File: src/rtl/fifo_wr_arb.sv
`default_nettype none
// ============================================================================
// Module   : fifo_wr_arb
// Purpose  : Packet-locked round-robin arbiter sharing one FIFO write port.
// Revision : 1.0 - initial release
// ============================================================================
module fifo_wr_arb #(
    parameter int NUM_REQ    = 4,
    parameter int WIDTH_DATA = 8,
    parameter int MAX_BEATS  = 0,
    parameter int _WIDTH_ID  = $clog2(NUM_REQ),
    parameter int _WIDTH_BC  = $clog2(MAX_BEATS + 2)
) (
    input  logic                          clk,
    input  logic                          rst,
    input  logic [NUM_REQ-1:0]            req_valid,
    input  logic [NUM_REQ*WIDTH_DATA-1:0] req_data,
    input  logic [NUM_REQ-1:0]            req_last,
    output logic [NUM_REQ-1:0]            req_ready,
    input  logic                          fifo_full,
    output logic                          fifo_wr_en,
    output logic [WIDTH_DATA-1:0]         fifo_wr_data,
    output logic [_WIDTH_ID-1:0]          grant_id,
    output logic                          busy,
    output logic                          ovl_pulse
);

    typedef enum logic [0:0] {
        S_IDLE = 1'b0,
        S_LOCK = 1'b1
    } state_t;

    localparam logic [_WIDTH_ID-1:0] c_last_init = _WIDTH_ID'(NUM_REQ - 1);
    localparam logic [_WIDTH_BC-1:0] c_max_beats = _WIDTH_BC'(MAX_BEATS);

    state_t                r_state;
    state_t                w_state_nxt;
    logic [_WIDTH_ID-1:0]  r_grant_id;
    logic [_WIDTH_ID-1:0]  r_last_winner;
    logic [_WIDTH_BC-1:0]  r_beat_cnt;
    logic                  r_ovl_pulse;

    logic [_WIDTH_ID-1:0]  w_winner;
    logic [_WIDTH_ID-1:0]  w_idx;
    logic [_WIDTH_BC-1:0]  w_cnt_inc;
    logic                  w_xfer;
    logic                  w_force_rel;
    logic [WIDTH_DATA-1:0] w_req_data [NUM_REQ];

    for (genvar g = 0; g < NUM_REQ; g++) begin : g_unpack
        assign w_req_data[g] = req_data[g*WIDTH_DATA +: WIDTH_DATA];
    end

    assign w_cnt_inc = r_beat_cnt + 1'b1;

    // Walk candidates farthest-first so the one nearest last_winner+1 wins.
    always_comb begin
        w_winner = r_last_winner;
        w_idx    = '0;
        for (int k = NUM_REQ; k >= 1; k--) begin
            w_idx = _WIDTH_ID'((int'(r_last_winner) + k) % NUM_REQ);
            if (req_valid[w_idx]) begin
                w_winner = w_idx;
            end
        end
    end

    always_comb begin
        w_state_nxt  = r_state;
        w_xfer       = 1'b0;
        w_force_rel  = 1'b0;
        req_ready    = '0;
        fifo_wr_en   = 1'b0;
        fifo_wr_data = '0;
        case (r_state)
            S_IDLE: begin
                if (|req_valid) begin
                    w_state_nxt = S_LOCK;
                end
            end
            S_LOCK: begin
                req_ready[r_grant_id] = !fifo_full;
                if (req_valid[r_grant_id] && !fifo_full) begin
                    w_xfer       = 1'b1;
                    fifo_wr_en   = 1'b1;
                    fifo_wr_data = w_req_data[r_grant_id];
                    // A natural last beat takes precedence over the beat limit.
                    if (req_last[r_grant_id]) begin
                        w_state_nxt = S_IDLE;
                    end else if ((MAX_BEATS != 0) && (w_cnt_inc == c_max_beats)) begin
                        w_state_nxt = S_IDLE;
                        w_force_rel = 1'b1;
                    end
                end
            end
            default: w_state_nxt = S_IDLE;
        endcase
    end

    always_ff @(posedge clk) begin
        if (rst) begin
            r_state <= S_IDLE;
        end else begin
            r_state <= w_state_nxt;
        end
    end

    always_ff @(posedge clk) begin
        if (rst) begin
            r_grant_id    <= '0;
            r_last_winner <= c_last_init;
            r_beat_cnt    <= '0;
            r_ovl_pulse   <= 1'b0;
        end else begin
            r_ovl_pulse <= w_force_rel;
            if ((r_state == S_IDLE) && (|req_valid)) begin
                r_grant_id    <= w_winner;
                r_last_winner <= w_winner;
                r_beat_cnt    <= '0;
            end else if (w_xfer) begin
                r_beat_cnt <= w_cnt_inc;
            end
        end
    end

    assign grant_id  = r_grant_id;
    assign ovl_pulse = r_ovl_pulse;
    assign busy      = (r_state == S_LOCK);

endmodule
`default_nettype wire

File: config.mk
export PLATFORM = sky130hd
export DESIGN_NAME = fifo_wr_arb
export DESIGN_NICKNAME = d
export VERILOG_FILES = /design/src/rtl/fifo_wr_arb.sv
export SDC_FILE = /design/constraint.sdc
export NUM_CORES = 1
export LEC_CHECK = 0
export ABC_AREA = 1
export ABC_CLOCK_PERIOD_IN_PS = 1600
export BUFFER_PORTS_ARGS = -buffer_cell sky130_fd_sc_hd__buf_2
export CAP_MARGIN = 20
export CORE_MARGIN = 1.5
export CORE_UTILIZATION = 38
export DETAILED_ROUTE_END_ITERATION = 8
export MAX_ROUTING_LAYER = met4
export PLACE_DENSITY = 0.79
export SKIP_LAST_GASP = 1
export SLEW_MARGIN = 20
export SYNTH_ARGS = -nofsm -noshare
export SYNTH_HDL_FRONTEND = slang
export SYNTH_SLANG_ARGS = --single-unit
File: constraint.sdc
create_clock -name clk -period 1.6 [get_ports clk]
set_input_delay 0.08 -clock clk [delete_from_list [all_inputs] [get_ports clk]]
set_output_delay 0.08 -clock clk [all_outputs]
set_load 0.01 [all_outputs]
# --- After elaboration in Yosys (flattened, before gate mapping) ---
# Index checks and enable logic that the tools add are counted.
totals:
  register_bits: 5
  in_bits: 43
  out_inout_bits: 17
classes:
  n_addsub: 4
  magnitude_cmp: 7
  muxes: 30
  bitwise: 3
  reduce_logical: 5
ops:
  columns: ["op", "count"]
  rows:
  - ["$mux 8", 4]
  - ["$bmux 8 s2", 1]
  - ["$lt 2x3->1 const B", 5]
  - ["$bmux 1 s2", 6]
  - ["$mux 1", 12]
  - ["$mux 2", 4]
  - ["$add 2x1->2 const B", 2]
  - ["$add 2x2->2 const B", 2]
  - ["$and 4x4->4", 1]
  - ["$mux 4", 1]
  - ["$reduce_or 4->1", 1]
  - ["$ge 3x3->1 const B", 1]
  - ["$logic_and 1x1->1", 3]
  - ["$not 2->3", 1]
  - ["$demux 1 s2", 1]
  - ["$ge 2x1->1 const B", 1]
  - ["$pmux 1 s2", 1]
  - ["$logic_not 1->1", 1]
  - ["$not 1->1", 1]

# --- Depth between registers and ports, before layout ---
# Gate-level depths: netlist of run 1.
depth:
  depth_word: 7
  ltp_mapped: 11
  depth_no_buf: 10

# --- Worst setup path after synthesis of run 1 ---
# OpenSTA, ideal clock, no wires.
synth_path:
  kind: "register to output"
  from: "register r_grant_id[0] (netlist: grant_id[0])"
  to: "output port fifo_wr_data[0]"
  arrival_time_ns: 1.181
  required_time_ns: 1.520
  setup_slack_ns: 0.339
  stages_incl_launch_ff: 7
  n_path_buf: 0
  path_cell_list: "dfxtp_1 -> inv_2 -> nor2_8 -> a22oi_2 -> o221ai_2 -> nand2_4 -> nor2_1"
synth_between:
  elab_chain_cells: 6
  word_cells_on_any_way: 9
  cone_classes: "mux: 7; bitwise: 1; reduce/logical: 1"
synth_lines:
  columns: ["element", "line", "rtl"]
  rows:
  - ["start: declaration", "38", "logic [_WIDTH_ID-1:0] r_grant_id;"]
  - ["start signal: assignment", "117", "r_grant_id <= w_winner;"]
  - ["$not 2->3 (implied by the code)", "86", "fifo_wr_data = w_req_data[r_grant_id];"]
  - ["$bmux 8 s2", "86", null]
  - ["$mux 8 (implied by the code) (2 in series)", "86", null]
  - ["$mux 8 (*)", "83", "if (req_valid[r_grant_id] && !fifo_full) begin"]
  - ["$mux 8 (*)", "75", "case (r_state)"]
  - ["end: declaration", "22", "output logic [WIDTH_DATA-1:0] fifo_wr_data,"]
# Every way passes the cells marked *; elsewhere a longest branch is shown, timed or not. The select of a mux whose other input is x is not followed.

# --- Worst setup path in the final report of run 1 ---
layout_path:
  from: "register r_grant_id[0] (netlist: grant_id[0])"
  to: "output port fifo_wr_data[1]"
# The elaborated chain is that of the path after synthesis.

==> results of run 1 <==
stage by stage:
step / total power [mW] / instances / instance area [um^2] / hold WS [ns] / worst slack (ns)
after floorplan: 0.562 / 130 / 724 / 0.142 / 0.339
after global placement: 0.684 / 210 / 1020 / 0.293 / 0.173
after detailed placement: 0.701 / 210 / 1020 / 0.285 / 0.0996
after CTS: 0.854 / 214 / 1050 / 0.0248 / 0.0157
after global routing: 1.01 / 216 / 1110 / 0.0226 / -0.0476
final: 0.921 / 216 / 1110 / 0.0298 / 0.0659
kinds of logic after synthesis:
group                  share of synthesized area, %
other                                         0.518
buffers and inverters                          11.4
AND/OR/NAND/NOR                                54.4
AO/OA/AOI/OAI                                  19.9
flip-flops                                     13.8
Yosys cell counts:
cell type	n	area, um^2
o211ai_1	1	7.51
conb_1	1	3.75
nor2_4	1	11.3
nand4_1	1	6.26
inv_1	9	33.8
nand2_4	1	11.3
a21oi_2	1	8.76
a221oi_1	8	70.1
nor3_1	2	10.0
nand3_2	1	10.0
a22oi_2	1	12.5
buf_6	1	11.3
a21oi_1	4	20.0
dfxtp_1	5	100
nor2_1	14	52.6
buf_4	2	15.0
o21ai_0	2	10.0
inv_2	6	22.5
nand2_2	5	31.3
nor2_8	1	20.0
nand2_1	55	206
nand3_1	7	35.0
o221ai_2	1	15.0
worst max-delay path, cell delays in order, from the launching register on:
cell,delay [ns]
dfxtp_4,0.36
inv_2,0.12
nand2_2,0.10
o221ai_2,0.24
nand2_4,0.12
nor2_1,0.12
buf_2,0.14
final cells by class:
type / count / area (um^2)
multi-input cells: 107 / 569
inverters: 15 / 56.3
flip-flops and latches: 5 / 109
fillers: 173 / 654
repair buffers: 60 / 318
well taps: 25 / 31.3
clock buffers: 4 / 26.3
path summary, 6_finish.rpt:
| path | to | from | slack, ns | depth (start not counted) |
|---|---|---|---|---|
| worst max-delay path | fifo_wr_data[1] | grant_id[0] | 0.07 | 6 |
| worst min-delay path | grant_id[0] | rst | 0.03 | 2 |
| worst max register to register | r_last_winner[1] | r_last_winner[1] | 0.26 | 7 |
| worst min register to register | grant_id[0] | grant_id[0] | 0.53 | 2 |
power by group through the flow:
| stage | clock (mW) | combinational [mW] | sequential (mW) |
|---|---|---|---|
| finish | 0.144 | 0.574 | 0.202 |
| global route | 0.161 | 0.642 | 0.208 |
| CTS | 0.151 | 0.505 | 0.198 |
| detailed placement | 0 | 0.503 | 0.198 |
| global placement | 0 | 0.489 | 0.195 |
| floorplan | 0 | 0.387 | 0.175 |
layer usage:
layer | vias up | share of wire (%) | global-route usage (%)
met5 | - | 0 | -
li1 | 543 | - | -
met4 | 0 | 0 | 5.00
met2 | 55 | 52 | 42.8
met1 | 471 | 39 | 25.2
met3 | 0 | 8.7 | 6.27
registers in the layout (all words and copies together) (netlist names):
signal	cells
grant_id	2
r_last_winner	2
busy	1
repair_timing:
action,CTS,global route
resized for setup,2,8
endpoints found under the setup margin,9,11
pin swaps,0,1
endpoints found under the hold margin,0,0
setup buffers,0,2
==> summary.md, run 1 <==
| Metric | Value |
|---|---|
| Share of layout cells above drive strength 1 | 46.6% |
| Startpoint types | flip-flop |
| Vias per std cell | 4.95 |
| RSZ-0062 raised after global routing | yes |
| Clock Path Buffers | 2 |
| Cell count after synthesis | 130 |
| Leakage | 0.678 nW |
| GPL Wtd Cong | 0.884 |
| Minimum clock period | 1.53 ns |
| Worst EP arrival | 1.45 ns |
| Dpl hpwl | 1880 um |
| Most frequent cells in the layout | buf_2, nand2_1, nor2_1, inv_1, nand3_1 |
| Setup TNS | 0 ns |
| Max VDD drop | 0.000418 V |
| Highest clock rate | 0.652 GHz |
| Syn nets | 173 |
| PwrDens | 830 nW/um^2 |
| CTS tree | done |
| Worst-path fanout max | 9 |
| Sw Ratio | 45.5% |
| Area of the mapped netlist | 724 um^2 |
| Flop pwr share | 21.9% |
| Number of remaining DRC errors | 0 |
| Final Core Density | 62.9% |
| Synth unique cells | 23 |
| Yosys warning total | 0 |
| Combinational share of power | 62.4% |
| NetSw | 0.419 mW |
| Hold-fix buffers, CTS | 0 |
| Setup violators final | 0 |
| Via count | 1069 |
| N_diodes | 0 |
| WP data required | 1.52 ns |
| Max Cap Violations | 0 |
| CP Class | reg -> out |
| Die Wd | 46.7 um |
| Post-route clock skew | 0.00225 ns |
| CP Capture Type | output port |
| Number of max-slew violations in the final report | 0 |
| I/O pins | 60 |
| Largest net degree at the start of global routing | 11 |
| GRT Overall Usage | 23.5% |
| Per-cell routed wire length | 10.6 um |
| Starting Density | 41.1% |
| Die Ht | 46.7 um |
| Area grow syn2layout | 53.2% |
| Row count | 15 |
| H-tree depth | 1 |
| Clk Latency, worst-skew pair | 0.24 ns |
| Detail Route Antenna Nets | 0 |
| Yosys reg bits | 5 |
| Clk sinks | 5 |
| Routed wire length | 2290 um |
| Most common cell after layout, fill and taps aside | buf_2 |
| Outcome | completed |
| Pint | 0.502 mW |
| Worst Hold Class | in -> reg |
| First-pass GRT wire length | 3680 um |
| Syn avg cell area | 5.57 um^2 |
| Gr ovfl total | 0 |
| Clock share of power | 15.7% |
| Sequential share of the synthesized area | 13.8% |
| Clk slew on worst S/H paths | 0.04 ns |
| Drt pass-1 iters | 4 |
| DIE AREA | 2180 um^2 |
| Root Driver | clkbuf_4 |
| Hold Fails Final Rpt | 0 |
| Final worst-path cycle share | 95.9% |
| Initial antenna violation count | 0 |
| Vias in the first global route | 947 |
| Initial DRC Count | 22 |
| CTS Buf Count | 3 |
| Core Region | 1760 um^2 |
| Port Buffers | 58 |
| Net count, final | 235 |
No activity file was read; power rests on OpenSTA's default activity.
==> run 2, diff against run 1 <==
--- a/config.mk
+++ b/config.mk
@@ -9,11 +9,14 @@
 export ABC_CLOCK_PERIOD_IN_PS = 1600
 export BUFFER_PORTS_ARGS = -buffer_cell sky130_fd_sc_hd__buf_2
 export CAP_MARGIN = 20
+export CELL_PAD_IN_SITES_DETAIL_PLACEMENT = 2
+export CELL_PAD_IN_SITES_GLOBAL_PLACEMENT = 2
 export CORE_MARGIN = 1.5
-export CORE_UTILIZATION = 38
+export CORE_UTILIZATION = 16
 export DETAILED_ROUTE_END_ITERATION = 8
 export MAX_ROUTING_LAYER = met4
-export PLACE_DENSITY = 0.79
+export PLACE_DENSITY = 0.77
+export RECOVER_POWER = 100
 export SKIP_LAST_GASP = 1
 export SLEW_MARGIN = 20
 export SYNTH_ARGS = -nofsm -noshare
==> run 2 against run 1 <==
Net effect:
- non-clock buffer count is 3 higher
- clock skew is 0.0011 ns lower
- register-to-register slack worse by 0.05 ns
- wire length is 41% higher
- setup slack better by 0.0034 ns
- sequential share of layout area is 0.54 points lower
- first-iteration DRC count is 14% higher
- die area is 130% higher
- combinational power is 4.9% higher
==> summary.md, run 2 (synthesis results as in run 1) <==
| Metric | Value |
|---|---|
| Initial DRC Count | 25 (+14%) |
| Worst-path fanout max | 9 (unchanged) |
| Setup TNS | 0 ns (unchanged) |
| Pint | 0.573 mW (+14%) |
| Routed wire length | 3220 um (+41%) |
| Dpl ws | 0.158 ns (+0.0588 ns) |
| Clk sinks | 5 (unchanged) |
| Hold_ws | 0.0589 ns (+0.0291 ns) |
| Clk Latency, worst-skew pair | 0.22 ns (-0.02 ns) |
| Starting Density | 16.6% (-24 points) |
| Clock Path Buffers | 2 (unchanged) |
| RSZ-0062 raised after global routing | yes |
| GRT Overall Usage | 14.0% (-9.5 points) |
| Minimum clock period | 1.53 ns (-0.00339 ns) |
| Worst Slack Setup Final | 0.0693 ns (+0.00339 ns) |
| Via count | 1090 (+2.0%) |
| Max VDD drop | 0.000186 V (-56%) |
| Gr ovfl total | 0 (unchanged) |
| Vias per std cell | 4.41 (-11%) |
| Die Wd | 70.3 um (+51%) |
| Combinational share of power | 58.1% (-4.3 points) |
| Number of remaining DRC errors | 0 (unchanged) |
| Largest net degree at the start of global routing | 10 (-1) |
| Share of layout cells above drive strength 1 | 45.1% (-1.5 points) |
| Drt pass-1 iters | 2 (-2) |
| I/O pins | 60 (unchanged) |
| Most common cell after layout, fill and taps aside | buf_2 |
| Most frequent cells in the layout | buf_2, nand2_1, nor2_1, inv_1, a221oi_1 |
| Post-route clock skew | 0.00114 ns (-0.00111 ns) |
| Clock share of power | 23.3% (+7.6 points) |
| Placed cells | 240 (+14%) |
| Final Non-Filler Cells | 247 (+14%) |
| CP Capture Type | output port |
| CTS Buf Count | 3 (unchanged) |
| Max Cap Violations | 0 (unchanged) |
| H-tree depth | 1 (unchanged) |
| CP Class | reg -> out |
| Die Ht | 70.3 um (+51%) |
| Worst EP arrival | 1.45 ns (about the same) |
| Outcome | completed |
| Per-cell routed wire length | 13.0 um (+23%) |
| Net count, final | 239 (+1.7%) |
| GPL Wtd Cong | 0.788 (-11%) |
| Leakage | 0.686 nW (+1.2%) |
| Row count | 24 (+9) |
| Final instance area | 1160 um^2 (+4.6%) |
| Highest clock rate | 0.653 GHz (+0.22%) |
| Clk slew on worst S/H paths | 0.04 ns (about the same) |
| Detail Route Antenna Nets | 0 (unchanged) |
| Dpl hpwl | 2640 um (+40%) |
| Sw Ratio | 44.6% (-0.82 points) |
| Initial antenna violation count | 0 (unchanged) |
| Number of max-slew violations in the final report | 0 (unchanged) |
| Placed inst area | 1080 um^2 (+5.5%) |
| DIE AREA | 4940 um^2 (+130%) |
| Core Region | 4350 um^2 (+150%) |
| CTS tree | done |
| Flop pwr share | 18.6% (-3.3 points) |
| Hold Fails Final Rpt | 0 (unchanged) |
| Port Buffers | 58 (unchanged) |
| N_diodes | 0 (unchanged) |
| First-pass GRT wire length | 5510 um (+49%) |
| WP data required | 1.52 ns (about the same) |
| Final worst-path cycle share | 95.7% (-0.21 points) |
| PwrDens | 892 nW/um^2 (+7.5%) |
| Vias in the first global route | 1211 (+28%) |
| Filler cell count | 556 (+220%) |
| Worst Hold Class | in -> reg |
| Area grow syn2layout | 60.3% |
| Root Driver | clkbuf_8 |
| Startpoint types | flip-flop |
| Setup violators final | 0 (unchanged) |
| NetSw | 0.462 mW (+10%) |
run 2: cell types whose count changed in the layout (fill, tap and decap cells not counted), moves of 3 or more:
cell      before  now
a221oi_1       4    8
clkbuf_4       3    0
buf_4          1    5
a221oi_2       4    0
clkbuf_8       0    3
run 2: path summary, 6_finish.rpt:
kind | endpoint | cells after the start | slack [ns] | start
hold / removal | grant_id[0] | 2 | 0.06 | rst
setup reg to reg | grant_id[0] | 9 | 0.21 | r_last_winner[0]
hold reg to reg | grant_id[0] | 2 | 0.55 | grant_id[0]
setup / recovery | fifo_wr_data[4] | 7 | 0.07 | grant_id[1]
run 2: area by class of cell:
class	count	area, um^2	share of cell area [%]
inverter	15	58.8	5.06
multi-input combinational	108	558	48.1
timing repair buffer	63	327	28.1
tap	52	65.1	5.60
sequential	5	108	9.27
clock buffer	4	45.0	3.88
run 2: metrics by stage:
stage	util [%]	power [mW]
after global routing	26.7	1.13
after global placement	24.7	0.738
final	26.7	1.04
after floorplan	-	0.562
after CTS	26.4	1.05
after detailed placement	24.7	0.753
run 2: worst max-delay path, cell delays in order (launching register included):
cell and delay, ns:
dfxtp_4 0.39, buf_4 0.17, nor2_8 0.05, a22oi_2 0.13, o221ai_2 0.14, nand2_4 0.14, nor2_1 0.06, buf_2 0.14
run 2: routing by layer:
metal,vias to the layer above,wire [um],global-route usage (%)
li1,554,-,-
met1,488,1410,16.7
met2,43,1580,24.2
met3,5,204,2.74
met4,0,29,3.21
met5,-,0,-
run 2: what timing repair did:
| action | CTS | global route |
|---|---|---|
| hold buffers | 0 | 0 |
| setup buffers | 2 | 0 |
| setup endpoints to repair | 9 | 11 |
| cloned | 1 | 0 |
| gates resized for setup | 2 | 5 |
| pin swaps | 2 | 0 |
run 2: power by group through the flow:
stage	Sequential, mW	Combinational, mW	Clock (mW)
floorplan	0.175	0.387	0
global route	0.198	0.682	0.254
global placement	0.184	0.553	0
detailed placement	0.187	0.566	0
finish	0.192	0.602	0.241
CTS	0.188	0.613	0.249
